**config.mk**
```make
export PLATFORM = sky130hd
export DESIGN_NAME = ctrl_pipe_flat
export DESIGN_NICKNAME = d
export VERILOG_FILES = /design/src/rtl/ctrl_pipe_if.sv /design/src/rtl/ctrl_pipe.sv /design/src/flat_wrapper.sv
export SDC_FILE = /design/constraint.sdc
export NUM_CORES = 1
export LEC_CHECK = 0
export CORE_MARGIN = 5
export CORE_UTILIZATION = 46
export DETAILED_ROUTE_END_ITERATION = 6
export PLACE_DENSITY_LB_ADDON = 0.2
export SYNTH_ARGS = -nofsm -noshare
export SYNTH_HDL_FRONTEND = slang
export SYNTH_SLANG_ARGS = --single-unit
```
**constraint.sdc**
```tcl
create_clock -name clk -period 4.7 [get_ports clk]
set_clock_uncertainty 0.15 [all_clocks]
set_input_delay 0.94 -clock clk [delete_from_list [all_inputs] [get_ports clk]]
set_output_delay 0.94 -clock clk [all_outputs]
set_load 0.01 [all_outputs]
```
**src/rtl/ctrl_pipe_if.sv**
```systemverilog
// Control-pipe handshake bundle.
// Instruction fields in, decoded controls out.
interface ctrl_pipe_if #(
  parameter int WBE_WIDTH = 4
);
  logic                 in_valid;
  logic [6:0]           in_opcode;
  logic [2:0]           in_funct3;
  logic [4:0]           in_rd;
  logic [4:0]           in_rs1;
  logic [4:0]           in_rs2;
  logic                 stall;
  logic                 take_branch;
  logic                 out_valid;
  logic                 pc_mux;
  logic                 wren_rf;
  logic                 csrw_mux;
  logic                 se2_ctrl;
  logic [1:0]           wd_mux;
  logic [1:0]           alu_mux;
  logic [1:0]           branch_mux;
  logic [1:0]           dm_mux;
  logic [1:0]           rbyteen_dm;
  logic [WBE_WIDTH-1:0] wbyteen_dm;
  logic                 flush;
  logic                 load_use_stall;

  modport master (
    output in_valid, in_opcode, in_funct3,
    output in_rd, in_rs1, in_rs2,
    output stall, take_branch,
    input  out_valid, pc_mux, wren_rf,
    input  csrw_mux, se2_ctrl, wd_mux,
    input  alu_mux, branch_mux, dm_mux,
    input  rbyteen_dm, wbyteen_dm,
    input  flush, load_use_stall
  );

  modport slave (
    input  in_valid, in_opcode, in_funct3,
    input  in_rd, in_rs1, in_rs2,
    input  stall, take_branch,
    output out_valid, pc_mux, wren_rf,
    output csrw_mux, se2_ctrl, wd_mux,
    output alu_mux, branch_mux, dm_mux,
    output rbyteen_dm, wbyteen_dm,
    output flush, load_use_stall
  );
endinterface

```
**src/rtl/ctrl_pipe.sv**
```systemverilog
// Instruction align pipe with final-stage decode,
// branch redirect flush and load-use interlock.
module ctrl_pipe #(
  parameter int ALIGN_STAGES = 1,
  parameter int WBE_WIDTH    = 4
) (
  input logic       clk,
  input logic       rst_n,
  ctrl_pipe_if.slave bus
);
  typedef struct packed {
    logic       v;
    logic [6:0] op;
    logic [2:0] f3;
    logic [4:0] rd;
    logic [4:0] rs1;
    logic [4:0] rs2;
  } stg_t;

  localparam logic [6:0] OP_LUI   = 7'b0110111;
  localparam logic [6:0] OP_AUIPC = 7'b0010111;
  localparam logic [6:0] OP_JAL   = 7'b1101111;
  localparam logic [6:0] OP_JALR  = 7'b1100111;
  localparam logic [6:0] OP_BR    = 7'b1100011;
  localparam logic [6:0] OP_LD    = 7'b0000011;
  localparam logic [6:0] OP_ST    = 7'b0100011;
  localparam logic [6:0] OP_OPI   = 7'b0010011;
  localparam logic [6:0] OP_SYS   = 7'b1110011;

  stg_t st [ALIGN_STAGES];
  stg_t inp;
  stg_t fin;
  stg_t nx;

  assign inp = '{v:   bus.in_valid,
                 op:  bus.in_opcode,
                 f3:  bus.in_funct3,
                 rd:  bus.in_rd,
                 rs1: bus.in_rs1,
                 rs2: bus.in_rs2};
  assign fin = st[ALIGN_STAGES-1];

  generate
    if (ALIGN_STAGES == 1) begin : g_nx_in
      assign nx = inp;
    end else begin : g_nx_st
      assign nx = st[ALIGN_STAGES-2];
    end
  endgenerate

  logic       v;
  logic [6:0] op;
  logic [2:0] f3;
  assign v  = fin.v;
  assign op = fin.op;
  assign f3 = fin.f3;

  logic is_lui, is_auipc, is_jal, is_jalr;
  logic is_br, is_ld, is_st, is_opi, is_sys;
  logic is_mem_op;
  assign is_lui    = v && op == OP_LUI;
  assign is_auipc  = v && op == OP_AUIPC;
  assign is_jal    = v && op == OP_JAL;
  assign is_jalr   = v && op == OP_JALR;
  assign is_br     = v && op == OP_BR;
  assign is_ld     = v && op == OP_LD;
  assign is_st     = v && op == OP_ST;
  assign is_opi    = v && op == OP_OPI;
  assign is_sys    = v && op == OP_SYS;
  assign is_mem_op = v && op[5:0] == 6'b100011;

  logic pc_mux;
  logic redir;
  logic lu_hit;
  logic lu;
  assign pc_mux = is_jal | is_jalr
                | (is_br & bus.take_branch);
  assign redir  = pc_mux & ~bus.stall;
  assign lu_hit = is_ld && fin.rd != 5'd0
               && nx.v
               && (nx.rs1 == fin.rd
                   || nx.rs2 == fin.rd);
  assign lu     = lu_hit & ~bus.stall & ~redir;

  assign bus.out_valid      = v;
  assign bus.pc_mux         = pc_mux;
  assign bus.wren_rf        = v & ~is_br & ~is_st;
  assign bus.csrw_mux       = is_sys & f3[2];
  assign bus.se2_ctrl       = is_br;
  assign bus.rbyteen_dm     = {2{v}} & f3[1:0];
  assign bus.flush          = redir;
  assign bus.load_use_stall = lu;

  assign bus.alu_mux[0] =
    (is_opi && f3[1:0] == 2'b01) | is_mem_op;
  assign bus.alu_mux[1] =
    is_jalr | is_ld | is_opi | is_mem_op;
  assign bus.dm_mux[0] =
    is_ld && (f3 == 3'b010 || f3[2:1] == 2'b10);
  assign bus.dm_mux[1]     = is_ld & ~f3[1];
  assign bus.branch_mux[0] = is_auipc | is_lui | is_jal;
  assign bus.branch_mux[1] = is_jalr | is_ld | is_jal;

  // writeback source: upper-immediate kinds only
  always_comb begin
    bus.wd_mux = 2'b00;
    unique case (1'b1)
      is_lui:   bus.wd_mux = 2'b01;
      is_auipc: bus.wd_mux = 2'b10;
      default:  bus.wd_mux = 2'b00;
    endcase
  end

  logic [7:0] wbe;

  // store byte enables by access size
  always_comb begin
    wbe = 8'h00;
    if (is_st) begin
      case (f3)
        3'd0:    wbe = 8'h01;
        3'd1:    wbe = 8'h03;
        3'd2:    wbe = 8'h0F;
        3'd3:    wbe = (WBE_WIDTH == 8) ? 8'hFF : 8'h00;
        default: wbe = 8'h00;
      endcase
    end
  end

  assign bus.wbyteen_dm = wbe[WBE_WIDTH-1:0];

  // stall holds, redirect empties, load-use bubbles
  always_ff @(posedge clk or negedge rst_n) begin
    if (!rst_n) begin
      for (int i = 0; i < ALIGN_STAGES; i++)
        st[i] <= '0;
    end else if (bus.stall) begin
      for (int i = 0; i < ALIGN_STAGES; i++)
        st[i] <= st[i];
    end else if (redir) begin
      for (int i = 0; i < ALIGN_STAGES; i++)
        st[i] <= '0;
    end else if (lu) begin
      st[ALIGN_STAGES-1] <= '0;
    end else begin
      st[0] <= inp;
      for (int i = 1; i < ALIGN_STAGES; i++)
        st[i] <= st[i-1];
    end
  end

  logic unused_bits;
  assign unused_bits = ^{fin.rs1, fin.rs2,
                         nx.op, nx.f3, nx.rd};
endmodule

```
**src/flat_wrapper.sv**
```systemverilog
// flat-port wrapper written by rule: the top's interface ports become plain ports
module ctrl_pipe_flat 
#(
  parameter int ALIGN_STAGES = 1,
  parameter int WBE_WIDTH    = 4
)
  (clk, rst_n, bus_in_valid, bus_in_opcode, bus_in_funct3, bus_in_rd, bus_in_rs1, bus_in_rs2, bus_stall, bus_take_branch, bus_out_valid, bus_pc_mux, bus_wren_rf, bus_csrw_mux, bus_se2_ctrl, bus_wd_mux, bus_alu_mux, bus_branch_mux, bus_dm_mux, bus_rbyteen_dm, bus_wbyteen_dm, bus_flush, bus_load_use_stall);
  ctrl_pipe_if #(.WBE_WIDTH(WBE_WIDTH)) bus_i ();
  input logic clk;
  input logic rst_n;
  input wire logic [$bits(bus_i.in_valid)-1:0] bus_in_valid;
  input wire logic [$bits(bus_i.in_opcode)-1:0] bus_in_opcode;
  input wire logic [$bits(bus_i.in_funct3)-1:0] bus_in_funct3;
  input wire logic [$bits(bus_i.in_rd)-1:0] bus_in_rd;
  input wire logic [$bits(bus_i.in_rs1)-1:0] bus_in_rs1;
  input wire logic [$bits(bus_i.in_rs2)-1:0] bus_in_rs2;
  input wire logic [$bits(bus_i.stall)-1:0] bus_stall;
  input wire logic [$bits(bus_i.take_branch)-1:0] bus_take_branch;
  output wire logic [$bits(bus_i.out_valid)-1:0] bus_out_valid;
  output wire logic [$bits(bus_i.pc_mux)-1:0] bus_pc_mux;
  output wire logic [$bits(bus_i.wren_rf)-1:0] bus_wren_rf;
  output wire logic [$bits(bus_i.csrw_mux)-1:0] bus_csrw_mux;
  output wire logic [$bits(bus_i.se2_ctrl)-1:0] bus_se2_ctrl;
  output wire logic [$bits(bus_i.wd_mux)-1:0] bus_wd_mux;
  output wire logic [$bits(bus_i.alu_mux)-1:0] bus_alu_mux;
  output wire logic [$bits(bus_i.branch_mux)-1:0] bus_branch_mux;
  output wire logic [$bits(bus_i.dm_mux)-1:0] bus_dm_mux;
  output wire logic [$bits(bus_i.rbyteen_dm)-1:0] bus_rbyteen_dm;
  output wire logic [$bits(bus_i.wbyteen_dm)-1:0] bus_wbyteen_dm;
  output wire logic [$bits(bus_i.flush)-1:0] bus_flush;
  output wire logic [$bits(bus_i.load_use_stall)-1:0] bus_load_use_stall;
  assign bus_i.in_valid = bus_in_valid;
  assign bus_i.in_opcode = bus_in_opcode;
  assign bus_i.in_funct3 = bus_in_funct3;
  assign bus_i.in_rd = bus_in_rd;
  assign bus_i.in_rs1 = bus_in_rs1;
  assign bus_i.in_rs2 = bus_in_rs2;
  assign bus_i.stall = bus_stall;
  assign bus_i.take_branch = bus_take_branch;
  assign bus_out_valid = bus_i.out_valid;
  assign bus_pc_mux = bus_i.pc_mux;
  assign bus_wren_rf = bus_i.wren_rf;
  assign bus_csrw_mux = bus_i.csrw_mux;
  assign bus_se2_ctrl = bus_i.se2_ctrl;
  assign bus_wd_mux = bus_i.wd_mux;
  assign bus_alu_mux = bus_i.alu_mux;
  assign bus_branch_mux = bus_i.branch_mux;
  assign bus_dm_mux = bus_i.dm_mux;
  assign bus_rbyteen_dm = bus_i.rbyteen_dm;
  assign bus_wbyteen_dm = bus_i.wbyteen_dm;
  assign bus_flush = bus_i.flush;
  assign bus_load_use_stall = bus_i.load_use_stall;
  ctrl_pipe #(.ALIGN_STAGES(ALIGN_STAGES), .WBE_WIDTH(WBE_WIDTH)) u_core (.clk(clk), .rst_n(rst_n), .bus(bus_i));
endmodule
```
Word-level counts from Yosys, hierarchy flattened:

Cells that the tools add are included.

* register bits: 16
* bits of input ports: 30
* output and inout port bits: 21
* word-level logic and storage cells: 67

* equal/unequal tests: 16
* multiplexer cells: 5
* bitwise logic cells: 23
* reductions and logical operators: 19

Operator list (number)
* $mux W26: 2
* $eq A7 B7 Y1 const B: 4
* $logic_and A1 B1 Y1: 15
* $eq A7 B5 Y1 const B: 2
* $eq A7 B6 Y1 const B: 2
* $pmux W4 S3: 1
* $eq A5 B5 Y1: 2
* $or A1 B1 Y1: 9
* $and A1 B1 Y1: 8
* $eq A7 B2 Y1 const B: 1
* $eq A6 B6 Y1 const B: 1
* $not A1 Y1: 5
* $reduce_bool A5 Y1: 1
* $mux W4: 1
* $pmux W2 S2: 1
* $eq A3 B1 Y1 const B: 1
* $eq A3 B2 Y1 const B: 1
* $logic_not A3 Y1: 1
* $and A2 B2 Y2: 1
* $eq A2 B1 Y1 const B: 1
* $eq A2 B2 Y1 const B: 1
* $logic_or A1 B1 Y1: 2

Longest topological paths before layout:

Gate-level depths: netlist of run 1.

* depth after elaboration: 9
* gate-level depth with buffers: 6
* gate-level depth less buffers: 4

Worst setup path before layout of run 1:

OpenSTA, ideal clock, no wires.

* path type: input-to-output
* start point: input port bus_take_branch
* end point: output port bus_flush
* arrival time: 1.896 ns
* required time: 3.610 ns
* path slack: 1.714 ns
* cell stages on the path: 5
* buffers on the path: 2
* path through: nand2b_1 a2111o_1 buf_2 clkbuf_1 nor2_1

* cells in the longest elaborated chain, start to end: 3

Ends and longest elaborated chain
* start, declared: line flat_wrapper.sv:18 `input wire logic [$bits(bus_i.take_branch)-1:0] bus_take_branch;`
* $and A1 B1 Y1: line ctrl_pipe.sv:77 `| (is_br & bus.take_branch);`
* $or A1 B1 Y1: line ctrl_pipe.sv:77
* $and A1 B1 Y1: line ctrl_pipe.sv:78 `assign redir = pc_mux & ~bus.stall;`
* end, declared: line flat_wrapper.sv:30 `output wire logic [$bits(bus_i.flush)-1:0] bus_flush;`

Every way passes these cells.

Final worst setup path of run 1:

* start point: input port bus_in_rs2[4]
* end point: output port bus_load_use_stall

* cells in the longest elaborated chain, start to end: 5

Ends and longest elaborated chain
* start, declared: line flat_wrapper.sv:16 `input wire logic [$bits(bus_i.in_rs2)-1:0] bus_in_rs2;`
* $eq A5 B5 Y1: line ctrl_pipe.sv:82 `|| nx.rs2 == fin.rd);`
* $logic_or A1 B1 Y1: line ctrl_pipe.sv:82
* $logic_and A1 B1 Y1: line ctrl_pipe.sv:81 `&& (nx.rs1 == fin.rd`
* $and A1 B1 Y1 (2 in series): line ctrl_pipe.sv:83 `assign lu = lu_hit & ~bus.stall & ~redir;`
* end, declared: line flat_wrapper.sv:31 `output wire logic [$bits(bus_i.load_use_stall)-1:0] bus_load_use_stall;`

Every way passes these cells.

==> summary.md, run 1 <==
| Metric | Value |
|---|---|
| Final setup vio count | `0` |
| Synth Instances | `150` |
| Yosys top cell by area | `dfrtp_1` |
| Synthesized area | `between 1000 and 1500 µm²` |
| Synthesized Nets | `180` |
| Final hold slack | `between 0.3 and 0.4 ns` |
| Worst Path Max Fanout | `17` |
| Fillcell total | `about 240` |
| Buffer depth of the longest clock path | `2` |
| Port Buf Inserts | `50` |
| Max incr delay on CP | `~0.55 ns` |
| Final hold vios | `0` |
| Min-Delay Path Class | `reg2reg` |
| Share of flip-flops with an asynchronous set or reset | `1.00` |
| Layout Nets | `about 230` |
| Drt wl/cell | `between 10 and 15 µm` |
| Number of global-route vias before repair | `approximately 1200` |
| CTS tree | `yes` |
| Crit path launch type | `primary input` |
| Final HPWL DP | `roughly 2500 µm` |
| Min Tclk post-route | `3.81 ns` |
| FF-to-FF setup slack | `approximately 2.7 ns` |
| Crit. End Element | `primary output` |
| Max_slew headroom | `0.513` |
| Die X | `between 60 and 70 µm` |
| CTS clk-pin slew, worst paths | `approximately 0.1 ns` |
| Worst path most repeated cell | `clkdlybuf4s50_1` |
| Largest net degree at the start of global routing | `33` |
| Die Area | `around 3900 µm²` |
| PD cells | `approximately 230 nW/µm²` |
| Routed via count | `1310` |
| Synth cell types | `32` |
| Root buf cell | `clkbuf_4` |
| Initial Utilization | `0.468` |
| Required time worst endpoint | `around 3.6 ns` |
| Worst-skew pair later-pin latency | `between 0.2 and 0.3 ns` |
| Top cells by area, synth | `dfrtp_1 (32%), a32oi_1 (11%), nor2b_1 (8.5%)` |
| Status | `complete, no violations` |
| # IOs | `just over 50` |
| Seq/Total Area, Yosys | `0.319` |
| Pins over their slew limit | `0` |
| 1st-iter DRT viols | `39` |
| Setup TNS | `0 ns` |
| Critical path class | `in2out` |
| EDFF count, synth | `0` |
| # rows | `19` |
| Count leader, synth | `nand2_1` |
| Least-Margin Pin Slew | `between 0.7 and 0.8 ns` |
| Worst path cell trace | `clkdlybuf4s50_1, xnor2_1, nand3_1, o22ai_1, buf_4, nor2b_1, clkdlybuf4s50_1` |
| Remaining antenna violation count | `0` |
| Synth top area share | `0.319` |
| Clock net sink count | `16` |
| CTS resizes | `0` |
| Max Fclk | `roughly 260 MHz` |
| GPL Wtd Cong | `0.841` |
| H-tree level count | `1` |
| Worst path slowest cell | `clkdlybuf4s50_1` |
| First-pass GRT wire length | `5490 µm` |
| Post-synth top cells | `nand2_1 (25), nor2b_1 (17), a32oi_1 (16), dfrtp_1 (16), o21ai_1 (11)` |
| Leak Pwr | `around 0.65 nW` |
| Post-CTS Hold Buffers | `0` |
| Tot GR Track Use | `0.168` |
| CTS Buf Count | `3` |
| Share of layout cells above drive strength 1 | `0.0711` |
| Via density | `roughly 5.7` |
| Core area | `between 2000 and 3000 µm²` |
| Flops & latches, synth | `16` |
| Dominant synthesized flop cell | `dfrtp_1` |
| Diode count | `0` |
| Syn avg cell area | `~8.4 µm²` |
| P&R area growth vs syn | `41.9%` |
| Gr ovfl total | `0` |
| RSZ-0062 raised after global routing | `false` |
| Initial antenna violation count | `0` |
| Final worst-path cycle share | `0.810` |
| Peak supply drop | `about 0.16 mV` |
| Ys Warns | `0` |
| DRC viols | `0` |
| Post-CTS Setup Repair Bufs | `0` |
| Max_cap viols | `0` |
| WL final | `roughly 3300 µm` |
| DR pass1 iterations | `4` |
| Die Y | `between 60 and 70 µm` |
| Arr. time, crit path | `2.72 ns` |
-- metrics by stage --
stage	worst slack [ns]	cell area, µm²	util	total power, W	cells
2_1_floorplan	1.71	1260	-	0.000254	150
3_3_place_gp	0.928	1750	0.650	0.000309	224
3_5_place_dp	0.884	1750	0.650	0.000314	224
4_1_cts	0.878	1780	0.664	0.000409	228
5_1_grt	0.814	1780	0.664	0.000432	228
6_report	0.893	1780	0.664	0.000406	228
-- registers in the layout, summed over array words and instances (netlist names) --
signal and flops:
u_core.bus.out_valid 1, u_core.op 7, u_core.f3 3, u_core.fin 5
-- critical path: cells and delay by family --
kind / cells / cell delay (ns)
compound gates: 1 / 0.16
xor+xnor: 1 / 0.12
buf+inv: 3 / 1.26
simple gates: 2 / 0.24
-- placed cells by master, fill, tap and decap left out --
master / instances
or4_4: 1
clkdlybuf4s50_1: 50
nor3_1: 1
buf_4: 3
o2111ai_4: 1
nor2_1: 6
and3_1: 1
xnor2_1: 10
a2111o_1: 1
and4bb_2: 1
and2b_2: 1
o211ai_1: 1
or3_1: 1
dfrtp_1: 16
inv_1: 2
o21ai_0: 6
nand2b_1: 7
clkbuf_8: 1
and2_1: 4
a31o_2: 1
o22ai_1: 1
nand3_1: 3
nor4_1: 1
mux2_2: 1
clkbuf_4: 3
o21ai_1: 11
a21oi_1: 3
nand2_1: 25
nor2b_1: 17
nor4b_2: 1
a32oi_1: 16
-- worst paths after layout --
| check | from | end | depth (start not counted) |
|---|---|---|---|
| worst max-delay path | bus_in_rs2[4] | bus_load_use_stall | 7 |
| worst min-delay path | u_core.op[0]$_DFFE_PN0N_ | u_core.op[0]$_DFFE_PN0N_ | 2 |
| worst max register to register | u_core.bus.out_valid$_DFFE_PN0N_ | u_core.f3[2]$_DFFE_PN0N_ | 5 |
| worst min register to register | u_core.op[0]$_DFFE_PN0N_ | u_core.op[0]$_DFFE_PN0N_ | 2 |
| max in group asynchronous | rst_n | u_core.f3[0]$_DFFE_PN0N_ | 1 |
| min in group asynchronous | rst_n | u_core.fin[14]$_DFFE_PN0N_ | 1 |
-- layer usage --
metal,part of all wire,GRT usage,up-vias
met5,0,0,-
met4,0.016,0.0716,0
met3,0.078,0.0523,9
met2,0.50,0.295,59
met1,0.40,0.185,613
li1,-,-,629
-- power by group --
group / internal [W] / switching [W]
clock: 0.0000472 / 0.0000474
combinational: 0.0000744 / 0.0000542
sequential: 0.000155 / 0.0000279
total: 0.000277 / 0.000130
-- cell families (layout without fill, tap and decap cells) --
family,Yosys count,after routing,share of synthesized area
multiplexers,1,1,0.00896
flip-flops,16,16,0.319
AO/OA/AOI/OAI,41,41,0.239
XOR/XNOR,10,10,0.0697
buffers and inverters,12,59,0.0627
AND/OR/NAND/NOR,70,70,0.301
-- final cells by class --
cell class / instances / area, µm² / share of cell area
clock buffers: 4 / 36.3 / 0.0204
inverters: 2 / 7.51 / 0.00421
multi-input cells: 122 / 777 / 0.436
flip-flops and latches: 16 / 400 / 0.225
well taps: 31 / 38.8 / 0.0218
repair buffers: 53 / 523 / 0.293
No activity file was read; power rests on OpenSTA's default activity.
==> run 2, diff against run 1 <==
--- a/config.mk
+++ b/config.mk
@@ -6,7 +6,7 @@
 export NUM_CORES = 1
 export LEC_CHECK = 0
 export CORE_MARGIN = 5
-export CORE_UTILIZATION = 46
+export CORE_UTILIZATION = 43
 export DETAILED_ROUTE_END_ITERATION = 6
 export PLACE_DENSITY_LB_ADDON = 0.2
 export SYNTH_ARGS = -nofsm -noshare
==> constraint.sdc (replaced) <==
create_clock -name clk -period 3.85 [get_ports clk]
set_clock_uncertainty 0.15 [all_clocks]
set_input_delay 0.77 -clock clk [delete_from_list [all_inputs] [get_ports clk]]
set_output_delay 0.77 -clock clk [all_outputs]
set_load 0.01 [all_outputs]
==> run 2 against run 1 <==
Against the previous run: first-iteration DRC count grew 95%; highest routed layer unchanged; power grew 21%; largest power group unchanged; final cell count grew 0.44%; critical path type unchanged; non-clock buffer count grew 1.
==> summary.md, run 2 (synthesis gave the netlist of run 1 again) <==
| Metric | Value |
|---|---|
| Status | `complete, no violations (unchanged)` |
| Initial Utilization | `0.452 (was 0.468)` |
| DR pass1 iterations | `4 (unchanged)` |
| Min Tclk post-route | `around 3.5 ns` |
| Die X | `64.1 µm (was 62.3 µm)` |
| CTS clk-pin slew, worst paths | `0.10 ns (about the same)` |
| Reg2reg path depth | `5 (unchanged)` |
| Leading cell type in the layout, fill and taps excluded | `clkdlybuf4s50_1 (unchanged)` |
| Final hold slack | `0.378 ns (was 0.387 ns)` |
| PD cells | `275 nW/µm² (was 228 nW/µm²)` |
| Hold Path Cell Cnt | `2 (unchanged)` |
| Total power draw | `0.000493 W (was 0.000406 W)` |
| Most frequent cells in the layout | `clkdlybuf4s50_1 (50), nand2_1 (25), nor2b_1 (17) (unchanged)` |
| Tot GR Track Use | `0.168 (about the same)` |
| Max_slew headroom | `0.523 (was 0.513)` |
| Max reg flops | `7 (unchanged)` |
| WL final | `3400 µm (was 3340 µm)` |
| Max_cap viols | `0 (unchanged)` |
| CTS resizes | `0 (unchanged)` |
| Root buf cell | `clkbuf_4 (unchanged)` |
| GPL Wtd Cong | `0.827 (was 0.841)` |
| Remaining antenna violation count | `0 (unchanged)` |
| Crit. End Element | `primary output (unchanged)` |
| Gr ovfl total | `0 (unchanged)` |
| Share of layout cells above drive strength 1 | `0.0758 (was 0.0711)` |
| Max Fclk | `slightly below 300 MHz` |
| Min-Delay Path Class | `reg2reg (unchanged)` |
| Final HPWL DP | `2710 µm (was 2540 µm)` |
| CTS tree | `yes (unchanged)` |
| DR top layer | `met4 (unchanged)` |
| First-pass GRT wire length | `5780 µm (was 5490 µm)` |
| Buffer depth of the longest clock path | `2 (unchanged)` |
| Worst-skew pair later-pin latency | `0.29 ns (about the same)` |
| Final setup vio count | `0 (unchanged)` |
| CTS Buf Count | `3 (unchanged)` |
| Peak supply drop | `0.222 mV (was 0.156 mV)` |
| Met2 Routed Length | `1710 µm (was 1680 µm)` |
| Clock net sink count | `16 (unchanged)` |
| # rows | `19 (unchanged)` |
| Post-Route M1 WL | `1330 µm (was 1350 µm)` |
| Number of global-route vias before repair | `1316 (was 1203)` |
| Port Buf Inserts | `50 (unchanged)` |
| Die Y | `64.1 µm (was 62.3 µm)` |
| Arr. time, crit path | `2.54 ns (was 2.72 ns)` |
| Critical path class | `in2out (unchanged)` |
| Setup WS pre-CTS | `0.388 ns (was 0.884 ns)` |
| # IOs | `51 (unchanged)` |
| Final worst-path cycle share | `0.898` |
| Core area | `2780 µm² (was 2690 µm²)` |
| Pins over their slew limit | `0 (unchanged)` |
| Final hold vios | `0 (unchanged)` |
| Crit path launch type | `primary input (unchanged)` |
| Post-CTS Setup Repair Bufs | `0 (unchanged)` |
| 1st-iter DRT viols | `76 (was 39)` |
| Drt wl/cell | `14.8 µm (was 14.7 µm)` |
| Initial antenna violation count | `0 (unchanged)` |
| Die Area | `4100 µm² (was 3880 µm²)` |
| Diode count | `0 (unchanged)` |
| Leak Pwr | `0.654 nW (was 0.650 nW)` |
| Routed wl met3 | `236 µm (was 260 µm)` |
| P&R area growth vs syn | `42.5% (was 41.9%)` |
| Required time worst endpoint | `2.93 ns (was 3.61 ns)` |
| Worst Path Max Fanout | `7 (was 17)` |
| Routed via count | `1331 (was 1310)` |
| Largest net degree at the start of global routing | `33 (unchanged)` |
| Setup TNS | `0 ns (unchanged)` |
| RSZ-0062 raised after global routing | `false (unchanged)` |
| H-tree level count | `1 (unchanged)` |
| Final core utilization | `0.644 (was 0.664)` |
| Setup ws final | `0.394 ns (was 0.893 ns)` |
| Layout Nets | `229 (was 228)` |
| Post-CTS Hold Buffers | `0 (unchanged)` |
| Via density | `5.81 (was 5.75)` |
| Least-Margin Pin Slew | `0.713 ns (was 0.728 ns)` |
| DRC viols | `0 (unchanged)` |
[run 2: cell count changes in the layout (fill, tap and decap cells not counted)]
cell / delta
buf_4: +1
[run 2: layout make-up]
| type | count | area, µm² |
|---|---|---|
| clock buffer | 4 | 36.3 |
| multi-input combinational | 122 | 777 |
| fill | 254 | 991 |
| sequential | 16 | 400 |
| timing repair buffer | 54 | 531 |
| tap | 31 | 38.8 |
| inverter | 2 | 7.51 |
[run 2: power breakdown]
group | switching, W | total (W) | internal, W
logic | 0.0000659 | 0.000157 | 0.0000910
registers | 0.0000340 | 0.000223 | 0.000189
clock network | 0.0000550 | 0.000113 | 0.0000576
total | 0.000155 | 0.000493 | 0.000338
[run 2: worst max-delay path: stages]
cell             delay, ns
clkdlybuf4s50_1       0.46
nand2b_1              0.07
a2111o_1              0.52
nor2_1                0.15
clkdlybuf4s50_1       0.57
[run 2: final timing paths]
| kind | start | endpoint | slack (ns) |
|---|---|---|---|
| hold / removal | u_core.op[0]$_DFFE_PN0N_ | u_core.op[0]$_DFFE_PN0N_ | 0.38 |
| max in group asynchronous | rst_n | u_core.f3[0]$_DFFE_PN0N_ | 2.35 |
| setup reg to reg | u_core.bus.out_valid$_DFFE_PN0N_ | u_core.op[5]$_DFFE_PN0N_ | 1.78 |
| setup / recovery | bus_take_branch | bus_flush | 0.39 |
| min in group asynchronous | rst_n | u_core.fin[14]$_DFFE_PN0N_ | 0.75 |
| hold reg to reg | u_core.op[0]$_DFFE_PN0N_ | u_core.op[0]$_DFFE_PN0N_ | 0.38 |
[run 2: metal layers]
metal / global-route usage / up-vias
met5: 0 / -
met4: 0.0753 / 0
met3: 0.0368 / 12
met2: 0.295 / 54
met1: 0.194 / 624
li1: - / 641
[run 2: through the flow]
stage | instances | area [µm²]
global placement | 225 | 1750
CTS | 229 | 1790
finish | 229 | 1790
detailed placement | 225 | 1750
global route | 229 | 1790
floorplan | 150 | 1260
==> run 3, diff against run 2 <==
--- a/config.mk
+++ b/config.mk
@@ -5,10 +5,12 @@
 export SDC_FILE = /design/constraint.sdc
 export NUM_CORES = 1
 export LEC_CHECK = 0
+export CAP_MARGIN = 20
 export CORE_MARGIN = 5
 export CORE_UTILIZATION = 43
 export DETAILED_ROUTE_END_ITERATION = 6
 export PLACE_DENSITY_LB_ADDON = 0.2
+export SETUP_SLACK_MARGIN = 0.15
 export SYNTH_ARGS = -nofsm -noshare
 export SYNTH_HDL_FRONTEND = slang
 export SYNTH_SLANG_ARGS = --single-unit
==> results of run 3 <==
No change in the layout: final DEF, timing and power equal those of run 2.
